## config.mk

```make
export PLATFORM = sky130hd
export DESIGN_NAME = serial_deserializer_flat
export DESIGN_NICKNAME = d
export VERILOG_FILES = /design/src/rtl/serial_rx_pkg.sv /design/src/rtl/serial_deserializer_if.sv /design/src/rtl/sclk_edge_sync.sv /design/src/rtl/serial_deserializer.sv /design/src/flat_wrapper.sv
export SDC_FILE = /design/constraint.sdc
export NUM_CORES = 1
export LEC_CHECK = 0
export CORE_UTILIZATION = 57
export DETAILED_ROUTE_END_ITERATION = 8
export GPL_TIMING_DRIVEN = 0
export MAX_ROUTING_LAYER = met4
export PLACE_DENSITY = 0.83
export SLEW_MARGIN = 15
export SYNTH_ARGS = -nofsm -noshare
export SYNTH_HDL_FRONTEND = slang
export SYNTH_HIERARCHICAL = 1
export SYNTH_SLANG_ARGS = --single-unit
```

## constraint.sdc

```tcl
create_clock -name clk -period 4.95 [get_ports clk]
set_input_delay 0.99 -clock clk [delete_from_list [all_inputs] [get_ports clk]]
set_output_delay 0.99 -clock clk [all_outputs]
set_load 0.1 [all_outputs]
```

## src/rtl/serial_rx_pkg.sv

```systemverilog
// Shared types and elaboration helpers for the serial deserializer.
package serial_rx_pkg;

  typedef enum logic [1:0] {StIdle, StActive, StDone} rx_state_e;

  function automatic int unsigned calc_beats(input int unsigned width, input int unsigned lanes);
    return width / lanes;
  endfunction

  function automatic int unsigned calc_cnt_w(input int unsigned width, input int unsigned lanes);
    return $clog2(width / lanes + 1);
  endfunction

  function automatic bit lanes_divide_width(input int unsigned width, input int unsigned lanes);
    return (lanes != 0) && ((width % lanes) == 0);
  endfunction

endpackage

```

## src/rtl/serial_deserializer_if.sv

```systemverilog
// Serial pin and parallel word bundle for serial_deserializer.
interface serial_deserializer_if
  import serial_rx_pkg::*;
#(
  parameter int unsigned WIDTH = 32,
  parameter int unsigned LANES = 1
);
  localparam int unsigned CntW = calc_cnt_w(WIDTH, LANES);

  logic             sclk;
  logic             cs_n;
  logic [LANES-1:0] data_in;
  logic [WIDTH-1:0] data_out;
  logic             data_valid;
  logic             busy;
  logic [CntW-1:0]  bit_count;
  logic             frame_err;
  logic             overrun;

  modport master (
    output sclk, cs_n, data_in,
    input  data_out, data_valid, busy, bit_count, frame_err, overrun
  );

  modport slave (
    input  sclk, cs_n, data_in,
    output data_out, data_valid, busy, bit_count, frame_err, overrun
  );
endinterface

```

## src/rtl/sclk_edge_sync.sv

```systemverilog
// Optional 2-flop input synchronisers (SERIAL_DESER_SYNC_EN) and sclk rising-edge detector.
module sclk_edge_sync #(
  parameter int unsigned LANES = 1
) (
  input  logic             clk_i,
  input  logic             reset_i,
  input  logic             sclk_i,
  input  logic             cs_n_i,
  input  logic [LANES-1:0] data_i,
  output logic             cs_n_o,
  output logic [LANES-1:0] data_o,
  output logic             sclk_rise_o
);

  logic sclk_s;
  logic sclk_prev_q;

`ifdef SERIAL_DESER_SYNC_EN
  logic [1:0]       sclk_sync_q;
  logic [1:0]       cs_n_sync_q;
  logic [LANES-1:0] data_s1_q;
  logic [LANES-1:0] data_s2_q;

  always_ff @(posedge clk_i) begin
    if (reset_i) begin
      sclk_sync_q <= 2'b11;
      cs_n_sync_q <= 2'b11;
      data_s1_q   <= '0;
      data_s2_q   <= '0;
    end else begin
      sclk_sync_q <= {sclk_sync_q[0], sclk_i};
      cs_n_sync_q <= {cs_n_sync_q[0], cs_n_i};
      data_s1_q   <= data_i;
      data_s2_q   <= data_s1_q;
    end
  end

  assign sclk_s = sclk_sync_q[1];
  assign cs_n_o = cs_n_sync_q[1];
  assign data_o = data_s2_q;
`else
  assign sclk_s = sclk_i;
  assign cs_n_o = cs_n_i;
  assign data_o = data_i;
`endif

  // Resets high so an sclk held high through reset is not seen as an edge.
  always_ff @(posedge clk_i) begin
    if (reset_i) begin
      sclk_prev_q <= 1'b1;
    end else begin
      sclk_prev_q <= sclk_s;
    end
  end

  assign sclk_rise_o = sclk_s & ~sclk_prev_q;

endmodule

```

## src/rtl/serial_deserializer.sv

```systemverilog
// Serial-to-parallel receiver: shifts LANES bits per sclk rising edge while cs_n is low.
// Build option SERIAL_DESER_SYNC_EN adds 2-flop input synchronisers (see sclk_edge_sync).
module serial_deserializer
  import serial_rx_pkg::*;
#(
  parameter int unsigned WIDTH     = 32,
  parameter int unsigned LANES     = 1,
  parameter int unsigned MSB_FIRST = 0
) (
  input logic                 clk,
  input logic                 reset,
  serial_deserializer_if.slave rx_io
);

  localparam int unsigned BEATS = calc_beats(WIDTH, LANES);
  localparam int unsigned CntW  = calc_cnt_w(WIDTH, LANES);
  localparam logic [CntW-1:0] LastCnt = CntW'(BEATS - 1);

  if (!lanes_divide_width(WIDTH, LANES)) begin : gen_bad_cfg
    $error("serial_deserializer: WIDTH must be a nonzero multiple of LANES");
  end

  logic             cs_n;
  logic [LANES-1:0] din;
  logic             sclk_rise;

  sclk_edge_sync #(
    .LANES(LANES)
  ) u_edge_sync (
    .clk_i      (clk),
    .reset_i    (reset),
    .sclk_i     (rx_io.sclk),
    .cs_n_i     (rx_io.cs_n),
    .data_i     (rx_io.data_in),
    .cs_n_o     (cs_n),
    .data_o     (din),
    .sclk_rise_o(sclk_rise)
  );

  rx_state_e        state_q, state_d;
  logic [WIDTH-1:0] shreg_q, shreg_d;
  logic [CntW-1:0]  cnt_q, cnt_d;
  logic [WIDTH-1:0] data_out_q, data_out_d;
  logic             valid_q, valid_d;
  logic             ferr_q, ferr_d;
  logic             overrun_q, overrun_d;
  logic             busy;

  // Frame start clears the shifter, so a beat captured in IDLE shifts into zero.
  logic [WIDTH-1:0]       shift_base;
  logic [WIDTH+LANES-1:0] wide;
  logic [WIDTH-1:0]       shifted;
  logic [LANES-1:0]       unused_dropped;

  always_comb begin
    shift_base = (state_q == StIdle) ? '0 : shreg_q;
    if (MSB_FIRST != 0) begin
      wide           = {shift_base, din};
      shifted        = wide[WIDTH-1:0];
      unused_dropped = wide[WIDTH+LANES-1:WIDTH];
    end else begin
      wide           = {din, shift_base};
      shifted        = wide[WIDTH+LANES-1:LANES];
      unused_dropped = wide[LANES-1:0];
    end
  end

  always_ff @(posedge clk) begin
    if (reset) begin
      state_q <= StIdle;
    end else begin
      state_q <= state_d;
    end
  end

  always_comb begin
    state_d = state_q;
    unique case (state_q)
      StIdle: begin
        if (!cs_n) state_d = (sclk_rise && (BEATS == 1)) ? StDone : StActive;
      end
      StActive: begin
        // cs_n rising wins over a coincident edge.
        if (cs_n) begin
          state_d = StIdle;
        end else if (sclk_rise && (cnt_q == LastCnt)) begin
          state_d = StDone;
        end
      end
      StDone: begin
        if (cs_n) state_d = StIdle;
      end
      default: state_d = StIdle;
    endcase
  end

  always_comb begin
    shreg_d    = shreg_q;
    cnt_d      = cnt_q;
    data_out_d = data_out_q;
    valid_d    = 1'b0;
    ferr_d     = 1'b0;
    overrun_d  = overrun_q;
    busy       = 1'b0;
    unique case (state_q)
      StIdle: begin
        if (!cs_n) begin
          shreg_d   = '0;
          cnt_d     = '0;
          overrun_d = 1'b0;
          if (sclk_rise) begin
            shreg_d = shifted;
            cnt_d   = CntW'(1);
            if (BEATS == 1) begin
              data_out_d = shifted;
              valid_d    = 1'b1;
            end
          end
        end
      end
      StActive: begin
        busy = 1'b1;
        if (cs_n) begin
          ferr_d = 1'b1;
        end else if (sclk_rise) begin
          shreg_d = shifted;
          cnt_d   = cnt_q + CntW'(1);
          if (cnt_q == LastCnt) begin
            data_out_d = shifted;
            valid_d    = 1'b1;
          end
        end
      end
      StDone: begin
        if (sclk_rise) overrun_d = 1'b1;
      end
      default: ;
    endcase
  end

  always_ff @(posedge clk) begin
    if (reset) begin
      shreg_q    <= '0;
      cnt_q      <= '0;
      data_out_q <= '0;
      valid_q    <= 1'b0;
      ferr_q     <= 1'b0;
      overrun_q  <= 1'b0;
    end else begin
      shreg_q    <= shreg_d;
      cnt_q      <= cnt_d;
      data_out_q <= data_out_d;
      valid_q    <= valid_d;
      ferr_q     <= ferr_d;
      overrun_q  <= overrun_d;
    end
  end

  assign rx_io.data_out   = data_out_q;
  assign rx_io.data_valid = valid_q;
  assign rx_io.busy       = busy;
  assign rx_io.bit_count  = cnt_q;
  assign rx_io.frame_err  = ferr_q;
  assign rx_io.overrun    = overrun_q;

endmodule
```

## src/flat_wrapper.sv

```systemverilog
// flat-port wrapper written by rule: the top's interface ports become plain ports
module serial_deserializer_flat import serial_rx_pkg::*;
#(
  parameter int unsigned WIDTH     = 32,
  parameter int unsigned LANES     = 1,
  parameter int unsigned MSB_FIRST = 0
)
  (clk, reset, rx_io_sclk, rx_io_cs_n, rx_io_data_in, rx_io_data_out, rx_io_data_valid, rx_io_busy, rx_io_bit_count, rx_io_frame_err, rx_io_overrun);
  serial_deserializer_if #(.WIDTH(WIDTH), .LANES(LANES)) rx_io_i ();
  input logic clk;
  input logic reset;
  input wire logic [$bits(rx_io_i.sclk)-1:0] rx_io_sclk;
  input wire logic [$bits(rx_io_i.cs_n)-1:0] rx_io_cs_n;
  input wire logic [$bits(rx_io_i.data_in)-1:0] rx_io_data_in;
  output wire logic [$bits(rx_io_i.data_out)-1:0] rx_io_data_out;
  output wire logic [$bits(rx_io_i.data_valid)-1:0] rx_io_data_valid;
  output wire logic [$bits(rx_io_i.busy)-1:0] rx_io_busy;
  output wire logic [$bits(rx_io_i.bit_count)-1:0] rx_io_bit_count;
  output wire logic [$bits(rx_io_i.frame_err)-1:0] rx_io_frame_err;
  output wire logic [$bits(rx_io_i.overrun)-1:0] rx_io_overrun;
  assign rx_io_i.sclk = rx_io_sclk;
  assign rx_io_i.cs_n = rx_io_cs_n;
  assign rx_io_i.data_in = rx_io_data_in;
  assign rx_io_data_out = rx_io_i.data_out;
  assign rx_io_data_valid = rx_io_i.data_valid;
  assign rx_io_busy = rx_io_i.busy;
  assign rx_io_bit_count = rx_io_i.bit_count;
  assign rx_io_frame_err = rx_io_i.frame_err;
  assign rx_io_overrun = rx_io_i.overrun;
  serial_deserializer #(.WIDTH(WIDTH), .LANES(LANES), .MSB_FIRST(MSB_FIRST)) u_core (.clk(clk), .reset(reset), .rx_io(rx_io_i));
endmodule
```

# Word-level counts from Yosys, hierarchy flattened
# Index checks and enable logic that the tools add are counted.
[word_totals] reg_bits=76 in_bits=5 word_cells=55
[op_classes] add_sub_neg=1 n_eq_ne=9 mux=22 n_bitwise=5 reduce_logical=10
[op_table] op="$mux 32" count=5
[op_table] op="$pmux 32 s2" count=1
[op_table] op="$mux 6" count=3
[op_table] op="$pmux 6 s2" count=1
[op_table] op="$mux 2" count=4
[op_table] op="$reduce_and 4->1" count=2
[op_table] op="$add 6x1->6 const B" count=1
[op_table] op="$eq 6x5->1 const B" count=1
[op_table] op="$mux 1" count=6
[op_table] op="$ne 2x2->1 const B" count=3
[op_table] op="$pmux 2 s3" count=1
[op_table] op="$reduce_and 3->1" count=2
[op_table] op="$ne 2x1->1 const B" count=2
[op_table] op="$not 1->1" count=4
[op_table] op="$reduce_bool 2->1" count=2
[op_table] op="$reduce_or 4->1" count=1
[op_table] op="$ne 3x2->1 const B" count=1
[op_table] op="$eq 2x1->1 const B" count=1
[op_table] op="$eq 2x2->1 const B" count=1
[op_table] op="$logic_not 2->1" count=1
[op_table] op="$pmux 1 s2" count=1
[op_table] op="$reduce_or 2->1" count=1
[op_table] op="$and 1x1->1" count=1
[op_table] op="$logic_and 1x1->1" count=1

# Depth between registers and ports, before layout
[depth] word_depth=6 mapped_depth=7 depth_no_buf=4

# Hierarchy
# Netlist, hierarchy kept.
[by_module_without_submodules] mod="serial_deserializer" n_inst=1 cells_each=346 area_per_inst_um2=3016.6 seq_area_each_um2=1481.4
[by_module_without_submodules] mod="sclk_edge_sync" n_inst=1 cells_each=5 area_per_inst_um2=47.5 seq_area_each_um2=20.0

# Worst setup path after synthesis
# OpenSTA, ideal clock, no wires.
[synth_timing] kind="register to output" startpoint="register u_core.state_q[0]" endpoint="output rx_io_busy" t_arrival_ns=2.051 required_ns=3.960 slack_ns=1.909 path_stages_with_launch=3 path_buffers=1 cell_sequence="dfxtp_1 -> clkbuf_1 -> nor2b_1"
[synth_via] elab_chain_cells=2
[synth_rtl] item="start: declaration" line_no="serial_deserializer.sv:40" text="rx_state_e state_q, state_d;"
[synth_rtl] item="start signal: assignment" line_no="serial_deserializer.sv:70" text="state_q <= StIdle;"
[synth_rtl] item="start signal: assignment" line_no="serial_deserializer.sv:72" text="state_q <= state_d;"
[synth_rtl] item="$eq 2x1->1" line_no="serial_deserializer.sv:105" text="unique case (state_q)"
[synth_rtl] item="$mux 1" line_no="serial_deserializer.sv:105"
[synth_rtl] item="end: declaration" line_no="flat_wrapper.sv:17" text="output wire logic [$bits(rx_io_i.busy)-1:0] rx_io_busy;"
# Every way passes these cells.

# Final worst setup path
# Same ends and word-level chain as after synthesis.

==> run metrics <==
clock share of power=between 40% and 50%; number of nets with antenna violations after detailed routing=0; DRC violation count after routing=0; maximum number of pins on one net before global-route repair=13; Maximum Capacitance Violations=0; CP Launch Type=register; global-route met2 utilization=~44%; # Post-CTS Setup Buffers=0; leftover overflow at the end of global routing=0; share of power burned in combinational logic=under 10%; total area of sequential cells=around 1500 um^2; count of vias placed by the detailed router=2759; Gates resized, CTS repair=0; outcome=finished, final reports clean; vias in the first global route=roughly 2400; critical path arrival=~2.5 ns; placement row count=26; cell with the most instances after synthesis=sky130_fd_sc_hd__dfxtp_1; Finished Layout Cells=between 400 and 500; GR Util met1=around a third; Pre-Repair DR Iteration Count=5; dpl cells=around 470; class of the tightest hold or removal check=reg2reg; internal power summed over all cells=between 800 and 900 uW; horizontal die dimension=75.32 um; later-pin clock latency in the skew report=about 0.34 ns; Mapped Avg Cell Area=8.730 um^2; cell area after synthesis=between 3000 and 4000 um^2; busiest layer in global routing=met2; count of synthesis-stage warnings from yosys=6; Syn Nets=357; met3 track demand over resource=5.820%; WP data required=about 4.0 ns; worst-case clock skew=0.008676 ns; total setup violations reported at the end of the flow=0; area share of the largest cell type after synthesis=just under 50%; top_reg_cell synth=sky130_fd_sc_hd__dfxtp_1; maximum resistive drop on vdd=roughly 0.00024 V; top fanout value on the critical path=10; Wirelength per Cell=about 14 um; sequential group share of total power=a little over half; layout-stage area growth over the synthesis result=23.56%; distinct cell type count of the synthesized netlist=31; number of antenna violations at the first check in global routing=0; Diodes inserted=0; Multi-input gate area=~1400 um^2; Bufs on Longest Clock Path=2; max-slew headroom at the worst pin=34.32%; final hold slack=0.4584 ns; setup_tns=0 ns; count of fill cells added during filler insertion=around 440; CTS tree=yes; Final GP Congestion=just over 0.8; clock slew at reported path FFs=0.07 ns; total number of clock tree sinks=75; setup repair after global routing missed its margin=false; share of total power consumed by net switching=between 20% and 30%; deepest level of the CTS H-tree=3; area of the die=5673 um^2; Port Buffers=44; Worst Tran Pin Value=0.9821 ns; mean number of vias per cell=about 5.7; area of the placeable core=a little over 5000 um^2; share of post-route cells with drive strength above 1=~6.6%; effective utilization at floorplan=about 60%; cell count after synthesis=between 300 and 400; clock period minus worst slack=approximately 3.5 ns; die outline height=75.32 um; Hold Fails Final Rpt=0; most used standard cells in the synthesized netlist=75 x sky130_fd_sc_hd__dfxtp_1, 65 x sky130_fd_sc_hd__nand2_1, 37 x sky130_fd_sc_hd__a21oi_1, 37 x sky130_fd_sc_hd__o21ai_0, 33 x sky130_fd_sc_hd__mux2i_1; Top-Level Pins=47; wire length of the first global-routing pass=11300 um; number of synthesized register bits=between 70 and 80; hold bufs inserted after CTS=0; Leak=about 0.0012 uW; Global Route Usage Sum=27.33%; critical path type=reg2out; crit end category=output port; maximum frequency from static timing analysis=283.8 MHz; switching power total=268.1 uW; Synth async-reset ratio=0%; EDFF count, synth=0; cell type contributing the most total cell area after synthesis=sky130_fd_sc_hd__dfxtp_1; half-perimeter wire length after placement=between 4000 and 5000 um; root buffer cell=sky130_fd_sc_hd__clkbuf_8; number of buffers inserted during clock tree synthesis=9; part of the cycle the worst path needs=a little under three quarters; largest cells by area after synthesis=sky130_fd_sc_hd__dfxtp_1 49%, sky130_fd_sc_hd__mux2i_1 11%, sky130_fd_sc_hd__nand2_1 8.0%, sky130_fd_sc_hd__nand4_1 6.3%, sky130_fd_sc_hd__a21oi_1 6.0%; share of synthesized area occupied by flip-flops and latches=about 50%; number of max-slew violations in the final report=0; cell area power density=298.6 nW/um^2; Starting DRT DRC Count=roughly 250; final-stage net count=between 400 and 500; total wire length=roughly 6900 um
[worst max-delay path, cell delays in order (launching register included)]
cell and delay, ns:
sky130_fd_sc_hd__dfxtp_1 0.40, sky130_fd_sc_hd__clkbuf_1 0.35, sky130_fd_sc_hd__nor2b_1 0.27, sky130_fd_sc_hd__clkdlybuf4s50_1 1.17
[cells in the final DEF (no fill, tap or decap)]
cell type,instances
sky130_fd_sc_hd__a21oi_1,37
sky130_fd_sc_hd__and3_1,1
sky130_fd_sc_hd__buf_1,4
sky130_fd_sc_hd__buf_2,1
sky130_fd_sc_hd__buf_4,5
sky130_fd_sc_hd__buf_6,3
sky130_fd_sc_hd__bufinv_16,1
sky130_fd_sc_hd__clkbuf_1,24
sky130_fd_sc_hd__clkbuf_8,10
sky130_fd_sc_hd__clkdlybuf4s50_1,44
sky130_fd_sc_hd__clkinv_1,1
sky130_fd_sc_hd__clkinv_2,3
sky130_fd_sc_hd__clkinvlp_4,1
sky130_fd_sc_hd__dfxtp_1,75
sky130_fd_sc_hd__ha_1,1
sky130_fd_sc_hd__inv_1,1
sky130_fd_sc_hd__mux2i_1,33
sky130_fd_sc_hd__nand2_1,65
sky130_fd_sc_hd__nand2b_1,2
sky130_fd_sc_hd__nand3_1,3
sky130_fd_sc_hd__nand3b_1,1
sky130_fd_sc_hd__nand4_1,31
sky130_fd_sc_hd__nand4b_1,1
sky130_fd_sc_hd__nor2_1,2
sky130_fd_sc_hd__nor2b_1,5
sky130_fd_sc_hd__nor3_1,4
sky130_fd_sc_hd__nor3_4,1
sky130_fd_sc_hd__nor4_1,2
sky130_fd_sc_hd__o21ai_0,37
sky130_fd_sc_hd__o21ba_2,1
sky130_fd_sc_hd__o31a_1,1
sky130_fd_sc_hd__o31ai_1,3
sky130_fd_sc_hd__or2_1,2
sky130_fd_sc_hd__or2_2,1
sky130_fd_sc_hd__or3_1,1
sky130_fd_sc_hd__or4_1,3
[registers in the layout, indices dropped and copies added (netlist names)]
name                            flops
u_core/rx_io.data_out              32
u_core/shreg_q                     31
u_core/rx_io.bit_count              6
u_core/state_q                      2
u_core/rx_io.data_valid             1
u_core/rx_io.frame_err              1
u_core/rx_io.overrun                1
u_core/u_edge_sync/sclk_prev_q      1
[layout make-up]
cell class                 count  share of cell area, %
clock buffer                  11                  3.734
timing repair buffer          44                  11.63
buffer                        36                  4.693
inverter                       2                 0.1983
tap                           70                  2.313
sequential                    75                  39.66
clock inverter                 5                  1.388
multi-input combinational    238                  36.38
[through the flow]
stage / power (uW) / utilization (%) / setup WS [ns] / area, um^2
6_report: 1131 / 73.66 / 1.427 / 3786
5_1_grt: 1172 / 73.66 / 1.325 / 3786
4_1_cts: 1139 / 73.66 / 1.439 / 3786
3_5_place_dp: 680.8 / 69.89 / 1.819 / 3592
3_3_place_gp: 679.7 / 69.89 / 1.829 / 3592
2_1_floorplan: 663.0 / - / 1.909 / 3064
[path summary, 6_finish.rpt]
kind / startpoint / endpoint / slack, ns / cells after the start
max: u_core/state_q[0] / rx_io_busy / 1.43 / 3
min: u_core/rx_io.data_out[19] / u_core/rx_io.data_out[19] / 0.46 / 2
max reg2reg: u_core/u_edge_sync/sclk_prev_q / u_core/shreg_q[2] / 2.92 / 7
min reg2reg: u_core/rx_io.data_out[19] / u_core/rx_io.data_out[19] / 0.46 / 2
[power groups by stage]
stage / clock network [uW] / logic [uW] / registers, uW
after floorplan: 0 / 40.2 / 623
after global placement: 0 / 60.2 / 620
after detailed placement: 0 / 61.1 / 620
after CTS: 472 / 61.5 / 606
after global routing: 499 / 68.0 / 606
final: 462 / 62.7 / 606
[cell families (layout without fill, tap and decap cells)]
group                      Yosys count  count (layout)  synth area share (%)
and+or+nand+nor                    125             125                 20.34
adders and majority gates            1               1                0.4083
DFF                                 75              75                 49.00
buffers and inverters               38              98                 6.043
AOI/OAI and AO/OA                   79              79                 13.43
muxes                               33              33                 10.78
[layer usage]
| metal | wire, um | vias to the layer above |
|---|---|---|
| li1 | - | 1352 |
| met1 | 3098 | 1298 |
| met2 | 3270 | 98 |
| met3 | 412 | 11 |
| met4 | 111 | 0 |
| met5 | 0 | - |
No activity file was read; power rests on OpenSTA's default activity.
